$ cat src/rtl/if_stage.sv
// Instruction fetch stage: PC register, next-PC selection and the IF/ID
// pipeline register feeding decode.
module adder (
   input  logic [31:0] a,
   input  logic [31:0] b,
   output logic [31:0] y
);
   assign y = a + b;
endmodule

module if_stage #(
   parameter logic [31:0] RESET_PC = 32'h0000_0000
) (
   input  logic        clk,
   input  logic        reset,
   input  logic        stall_f,
   input  logic        stall_d,
   input  logic        flush_d,
   input  logic        pc_src_e,
   input  logic [31:0] pc_target_e,
   input  logic [31:0] instr_f,
   output logic [31:0] pc_f,
   output logic [31:0] pc_plus4_f,
   output logic        misaligned_f,
   output logic [31:0] instr_d,
   output logic [31:0] pc_d,
   output logic [31:0] pc_plus4_d,
   output logic        valid_d
);
   localparam logic [31:0] NOP = 32'h0000_0013;

   logic [31:0] pc_next;

   adder u_pc_add (
      .a(pc_f),
      .b(32'd4),
      .y(pc_plus4_f)
   );

   assign pc_next      = pc_src_e ? pc_target_e : pc_plus4_f;
   assign misaligned_f = |pc_f[1:0];

   // A taken redirect must land even while fetch is stalled.
   always_ff @(posedge clk) begin
      if (reset) begin
         pc_f <= RESET_PC;
      end else if (pc_src_e || !stall_f) begin
         pc_f <= pc_next;
      end
   end

   always_ff @(posedge clk) begin
      if (reset || flush_d) begin
         instr_d    <= NOP;
         pc_d       <= '0;
         pc_plus4_d <= '0;
         valid_d    <= 1'b0;
      end else if (!stall_d) begin
         instr_d    <= instr_f;
         pc_d       <= pc_f;
         pc_plus4_d <= pc_plus4_f;
         valid_d    <= 1'b1;
      end
   end
endmodule

$ cat config.mk
export PLATFORM = sky130hd
export DESIGN_NAME = if_stage
export DESIGN_NICKNAME = d
export VERILOG_FILES = /design/src/rtl/if_stage.sv
export SDC_FILE = /design/constraint.sdc
export NUM_CORES = 1
export LEC_CHECK = 0
export BUFFER_PORTS_ARGS = -buffer_cell sky130_fd_sc_hd__buf_2
export CAP_MARGIN = 40
export CORE_UTILIZATION = 40
export DETAILED_ROUTE_END_ITERATION = 7
export PLACE_DENSITY = 0.75
export SLEW_MARGIN = 20
export SYNTH_ARGS = -nofsm -noshare
export SYNTH_HDL_FRONTEND = slang
export SYNTH_SLANG_ARGS = --single-unit
$ cat constraint.sdc
create_clock -name clk -period 1.93 [get_ports clk]
set_input_delay 0.386 -clock clk [delete_from_list [all_inputs] [get_ports clk]]
set_output_delay 0.386 -clock clk [all_outputs]
set_load 0.05 [all_outputs]
==> out/qor.csv, run 1 <==
stage;metric;value;unit
timing;slew_violations;0;
global_routing;overflow;0;
status;violations;negative setup slack;
worst_setup_path;cp.required;1.54;ns
status;status;finished with violations;
worst_setup_path;cp_max_fo;6;
logic_synthesis;ys_top_cells_by_area;dfxtp_1 45%, mux2i_1 14%, nor2_1 8.0%;
logic_synthesis;synthCells;625;
logic_synthesis;netlist_area;5668;um2
power;pwr-share-comb;0.205;
worst_hold_path;worstHoldPathCells;3;
global_routing;antenna_found_initial;1;
clock_tree;cts_buffers;17;
logic_synthesis;synth_cell_types;42;
power;pwr_density_cell;801.3;nW/um2
clock_tree;cts_tree;done;
route;drcViolationCount;0;
worst_setup_path;endpoint_kind;output port;
clock_tree;cts_sinks;127;
worst_setup_path;crit_chain;nand2_1 > or4_4 > buf_6 > nor2_4 > xor2_4 > buf_12;
die;die_h;121.0;um
worst_setup_path;cp.arrival;2.18;ns
worst_setup_path;timing.rr.start;pc_f[11];
route;ant_nets;0;
power;pwr-share-seq;0.360;
power;switching_share;0.3021;
worst_setup_path;critical-path-top-delay-family;simple AND/OR/NAND/NOR gates;
worst_setup_path;crit_start;pc_f[11];
route;vias_per_cell;4.922;
clock_tree;clock_path_buffers;2;
clock_tree;h-tree-depth;4;
route;wire_per_inst;16.33;um
worst_setup_path;cp-start-kind;flop;
timing;max_clock_freq;389.6;MHz
global_routing;grtUsageTotal;0.2467;
power;p_int;0.005413;W
logic_synthesis;yosys_most_used_dff;dfxtp_1;
placement;gp_congestion;0.8374;
worst_setup_path;worst-path-stages;6;
timing;worst_slew_pin_slew;0.7499;ns
clock_tree;path_clk_slew;0.06;ns
timing;setup_viol;40;
timing;grt_setup_unrepaired;yes;
route;drtIter0Drc;252;
worst_hold_path;hold_class;input pin to flop;
timing;fin_crit_sh;1.330;
worst_setup_path;path_buf_inv;2;
placement;portBuffers;231;
clock_tree;postCtsHoldBufs;0;
timing;hold_viol_final;0;
power;clockPowerShare;0.435;
clock_tree;clock_latency;0.42;ns
route;drt_wl_total;18670;um
logic_synthesis;yosysTopAreaCell;dfxtp_1;
worst_setup_path;slowest_stage;or4_4;
run;drv_cap;0;
logic_synthesis;synthArstFlopShare;0;
logic_synthesis;syn_avg_cell_area;9.069;um2
global_routing;grt_pass1_vias;5362;
die;initial_core_util;0.4099;
placement;place_hpwl;12330;um
finish;drive_above_1_share;0.5301;
power;p_leak;4.762;nW
worst_setup_path;ff2ff_path_depth;8;
finish;fin_nets;1020;
power;p_switching;0.002344;W
timing;setup_slack;-0.6370;ns
logic_synthesis;synth-edff-count;0;
die;chipWidth;121.0;um
die;io_pins;232;
route;routed-via-count;5626;
timing;slew-limit-headroom;0.5001;
worst_setup_path;crit_type;flop to output port;
logic_synthesis;ys_seq_area_frac;0.4486;
finish;fin_util;0.7001;
route;dr.pass1.iters;5;
timing;hold_ws;0.1778;ns
die;std_cell_rows;43;
global_routing;grt_max_degree;66;
power;ir_worst_vdd;0.5679;mV
worst_setup_path;cp_slowest_stage_delay;0.66;ns
logic_synthesis;yosysWarnings;0;
worst_hold_path;hp-start;instr_f[4];
die;core_region_area;13830;um2
clock_tree;cts_root_buffer;clkbuf_16;
logic_synthesis;syn_nets;696;
logic_synthesis;synthDominantCellAreaShare;0.4486;
timing;post-route-min-period;2.567;ns
logic_synthesis;synth-seq-cells;127;
finish;area.growth.synth_to_final;70.79;%
timing;finClkSkew;0.007936;ns
global_routing;grt_first_pass_wirelength;27740;um
die;dieArea;14650;um2
per-stage QoR:
| stage | TNS [ns] | setup WS [ns] | std cells | area [um2] | total power [W] |
|---|---|---|---|---|---|
| after global routing | -17.95 | -0.7333 | 1143 | 9681 | 0.008043 |
| after CTS | -11.75 | -0.6678 | 1128 | 9361 | 0.007765 |
| after detailed placement | -4.812 | -0.3161 | 1068 | 8084 | 0.004279 |
| after global placement | -4.466 | -0.3028 | 1068 | 8084 | 0.004265 |
| final | -14.76 | -0.6370 | 1143 | 9681 | 0.007757 |
| after floorplan | -13.46 | -0.5175 | 625 | 6400 | 0.003907 |
registers in the layout, summed over array words and instances, names as in the netlist:
register / flops
valid_d: 1
pc_plus4_d: 30
pc_d: 32
pc_f: 32
instr_d: 32
layout by cell type, fill, tap and decap left out, types with 13 or more instances in the layout:
master	n
buf_4	105
dfxtp_4	19
mux2i_1	81
a21oi_1	27
nor2_1	113
dfxtp_1	102
clkbuf_16	18
inv_1	17
nand2_1	19
buf_2	202
xnor2_4	13
buf_6	51
xnor2_1	14
cell usage after synthesis, drive strengths merged, types with 2 or more instances:
| library cell | instances |
|---|---|
| nor3 | 14 |
| mux2i | 81 |
| nand2b | 4 |
| inv | 17 |
| dlygate4sd1 | 2 |
| clkbuf | 39 |
| o21bai | 2 |
| nand3 | 12 |
| o22ai | 2 |
| a21oi | 27 |
| or3 | 3 |
| xor2 | 24 |
| and3 | 4 |
| nor2 | 121 |
| a211oi | 17 |
| xnor2 | 28 |
| o21ai | 2 |
| or2 | 4 |
| o21a | 10 |
| buf | 20 |
| nand4 | 12 |
| o211a | 4 |
| dfxtp | 127 |
| nor2b | 5 |
| nor4 | 10 |
| nand2 | 27 |
metal layers:
layer / part of all wire / track usage
met2: 0.51 / 0.4236
met1: 0.40 / 0.2910
met4: 0.028 / 0.1134
met3: 0.055 / 0.05592
met5: 0 / 0
tightest hold or removal path, cell delays in order:
cell	delay, ns
buf_2	0.08
mux2i_1	0.05
nand2_1	0.05
path summary, 6_finish.rpt:
check | endpoint | slack, ns
max | pc_plus4_f[19] | -0.64
min | instr_d[4] | 0.18
max reg2reg | pc_f[23] | -0.16
min reg2reg | valid_d | 0.45
power groups by stage:
| stage | clock (W) | combinational, W | sequential (W) |
|---|---|---|---|
| after floorplan | 0 | 0.000698 | 0.00321 |
| after global placement | 0 | 0.00143 | 0.00284 |
| after detailed placement | 0 | 0.00143 | 0.00285 |
| after CTS | 0.00342 | 0.00155 | 0.00279 |
| after global routing | 0.00356 | 0.00167 | 0.00281 |
| final | 0.00337 | 0.00159 | 0.00279 |
area by class of cell:
| class | instances | area (um2) |
|---|---|---|
| repair buffers | 366 | 2509 |
| diodes | 1 | 2.502 |
| fillers | 982 | 4146 |
| clock buffers | 18 | 450.4 |
| multi-input cells | 419 | 3630 |
| well taps | 180 | 225.2 |
| inverters | 18 | 67.56 |
| flip-flops and latches | 127 | 2621 |
| clock inverters | 14 | 175.2 |
kinds of logic (layout without fill, tap and decap cells):
group	Yosys count	after routing	synth area share
fa+ha+maj	1	1	0.002207
buf+inv	79	416	0.06644
xor+xnor	52	52	0.08035
mux	81	81	0.1430
compound gates	65	65	0.07572
other cells	0	1	0
flops	127	127	0.4486
simple gates	220	220	0.1837
what timing repair did:
item,4_1_cts,5_1_grt
hold endpoints to repair,0,0
setup endpoints to repair,33,45
pin swaps,31,30
gates resized for setup,107,42
buffers inserted,28,18
Note: power is estimated with default switching activity, not from simulation.
==> run 2, diff against run 1 <==
--- a/config.mk
+++ b/config.mk
@@ -5,9 +5,11 @@
 export SDC_FILE = /design/constraint.sdc
 export NUM_CORES = 1
 export LEC_CHECK = 0
+export ABC_AREA = 1
 export BUFFER_PORTS_ARGS = -buffer_cell sky130_fd_sc_hd__buf_2
 export CAP_MARGIN = 40
 export CORE_UTILIZATION = 40
+export CTS_CLUSTER_SIZE = 16
 export DETAILED_ROUTE_END_ITERATION = 7
 export PLACE_DENSITY = 0.75
 export SLEW_MARGIN = 20
==> out/qor.csv, run 2 <==
stage;metric;value;unit
die;core_region_area;13830;um2
route;drcViolationCount;0;
clock_tree;path_clk_slew;0.06;ns
finish;largest_registers;instr_d x32, pc_d x32, pc_f x32;
die;dieArea;14650;um2
logic_synthesis;synth-edff-count;0;
worst_hold_path;hold_class;input pin to flop;
logic_synthesis;ys_top_cells_by_area;dfxtp_1 45%, nand2_1 14%, a21oi_1 7.1%;
logic_synthesis;synthArstFlopShare;0;
route;vias_per_cell;4.943;
clock_tree;cts_sinks;127;
clock_tree;cts_buffers;17;
logic_synthesis;syn_avg_cell_area;7.060;um2
logic_synthesis;yosysTopAreaCell;dfxtp_1;
power;pwr_density_cell;832.9;nW/um2
timing;slew_violations;0;
finish;final_common_cell;buf_2;
die;chipWidth;121.1;um
route;wl_met2;9408;um
global_routing;grt_max_degree;67;
clock_tree;clock_latency;0.43;ns
logic_synthesis;synthCells;803;
placement;gp_congestion;0.8007;
logic_synthesis;yosysMostFrequentCell;nand2_1;
logic_synthesis;yosysWarnings;0;
timing;post-route-min-period;2.283;ns
logic_synthesis;synthDominantCellAreaShare;0.4485;
route;top_layer;met5;
finish;area.growth.synth_to_final;58.73;%
timing;slew-limit-headroom;0.7094;
timing;setup_slack;-0.3527;ns
placement;dp_cells;1226;
route;drt-met1-wl;8253;um
route;drtIter0Drc;322;
status;status;finished with violations;
status;violations;negative setup slack;
timing;fin_tns_setup;-7.792;ns
route;routed-via-count;6347;
finish;post-route-cell-area;8999;um2
timing;hold_ws;0.1593;ns
route;met3_length;1259;um
timing;fin_crit_sh;1.183;
finish;fillers;1139;
timing;max_clock_freq;438.1;MHz
logic_synthesis;ys_seq_area_frac;0.4485;
logic_synthesis;synth-seq-cells;127;
clock_tree;h-tree-depth;4;
logic_synthesis;syn_nets;874;
power;ir_worst_vdd;0.6711;mV
global_routing;grt_pass1_vias;5913;
global_routing;antenna_found_initial;1;
global_routing;grt_first_pass_wirelength;30100;um
die;initial_core_util;0.4100;
route;dr.pass1.iters;5;
worst_setup_path;crit_type;flop to output port;
timing;hold_viol_final;0;
route;ant_nets;0;
finish;drive_above_1_share;0.4316;
logic_synthesis;netlist_area;5669;um2
clock_tree;cts_tree;done;
logic_synthesis;netlist_top_cells_count;213 x nand2_1, 127 x dfxtp_1, 95 x nor2_1;
clock_tree;clock_path_buffers;2;
timing;worst_slew_pin_slew;0.4353;ns
worst_setup_path;cp_max_fo;5;
logic_synthesis;synth_cell_types;26;
finish;fin_cells;1284;
worst_setup_path;endpoint_kind;output port;
finish;fin_nets;1161;
placement;place_hpwl;12730;um
die;std_cell_rows;43;
power;total_power;0.007495;W
timing;setup_viol;28;
clock_tree;cts_root_buffer;clkbuf_16;
placement;dpl_cell_area;7626;um2
worst_setup_path;cp-start-kind;flop;
worst_setup_path;cp.arrival;1.90;ns
die;die_h;121.1;um
finish;layout_common_cells;203 x buf_2, 178 x nand2_1, 105 x dfxtp_1;
run;drv_cap;0;
placement;portBuffers;231;
timing;grt_setup_unrepaired;yes;
timing;finClkSkew;0.009467;ns
route;drt_wl_total;19480;um
global_routing;grtUsageTotal;0.2670;
logic_synthesis;yosys_most_used_dff;dfxtp_1;
die;io_pins;232;
route;wire_per_inst;15.17;um
clock_tree;postCtsHoldBufs;0;
power;p_leak;4.516;nW
global_routing;overflow;0;
worst_setup_path;cp.required;1.54;ns
run 2: cell types whose count changed after synthesis, moves of 10 or more:
| cell | change |
|---|---|
| nand4_1 | -11 |
| nor3_1 | -13 |
| inv_1 | +71 |
| nand2_2 | +12 |
| xnor2_1 | -24 |
| o21a_1 | -10 |
| xor2_1 | -21 |
| a211oi_1 | -16 |
| a21oi_1 | +53 |
| nor2_1 | -26 |
| mux2i_1 | -81 |
| o21ai_0 | +73 |
| nand2_1 | +186 |
run 2: cell families after synthesis:
kind of cell / after synthesis / synth area share
AO/OA/AOI/OAI: 170 / 0.1536
XOR/XNOR: 15 / 0.03575
adder cells (fa/ha/maj): 1 / 0.002207
buffers and inverters: 135 / 0.09314
flip-flops: 127 / 0.4485
AND/OR/NAND/NOR: 355 / 0.2668
run 2: critical path: stages, from the launching register on:
cell	delay (ns)
dfxtp_4	0.38
ha_4	0.15
nand2_4	0.05
nor2_4	0.13
nand2_4	0.13
nor2_8	0.24
nand3_2	0.13
nand2_4	0.11
buf_8	0.15
run 2: final timing paths:
| path | start | endpoint | slack, ns | depth (start not counted) |
|---|---|---|---|---|
| worst max-delay path | pc_f[2] | pc_plus4_f[20] | -0.35 | 8 |
| worst min register to register | instr_d[27] | instr_d[27] | 0.46 | 2 |
| worst min-delay path | instr_f[1] | instr_d[1] | 0.16 | 3 |
| worst max register to register | pc_f[3] | pc_f[5] | 0.15 | 11 |
run 2: cell type report:
cell class                 count  area (um2)  area share
clock inverter                13       138.9     0.01543
sequential                   127        2575      0.2862
timing repair buffer         314        2142      0.2380
tap                          180       225.2     0.02503
multi-input combinational    541        3122      0.3469
inverter                      89       339.1     0.03768
clock buffer                  19       454.2     0.05047
antenna                        1       2.502   0.0002781
run 2: power breakdown:
| group | leakage, nW | switching (W) | internal [W] |
|---|---|---|---|
| sequential | 1.05 | 0.0000814 | 0.00274 |
| combinational | 3.18 | 0.00102 | 0.000451 |
| clock | 0.288 | 0.00124 | 0.00197 |
run 2: timing repair:
action	in CTS	in global routing
gates cloned	0	0
gates resized for setup	112	36
hold endpoints to repair	0	0
pin swaps	38	31
buffers inserted	15	11
setup endpoints to repair	28	28
run 2: metrics by stage:
step	utilization	worst slack, ns
after floorplan	-	-0.1412
after global placement	0.5515	-0.03283
after detailed placement	0.5515	-0.04868
after CTS	0.6348	-0.3822
after global routing	0.6506	-0.4179
final	0.6508	-0.3527
run 2: routing by layer:
metal	vias up	GRT usage
met2	258	0.4254
li1	3084	-
met3	48	0.06955
met5	-	0
met4	2	0.1142
met1	2955	0.3399
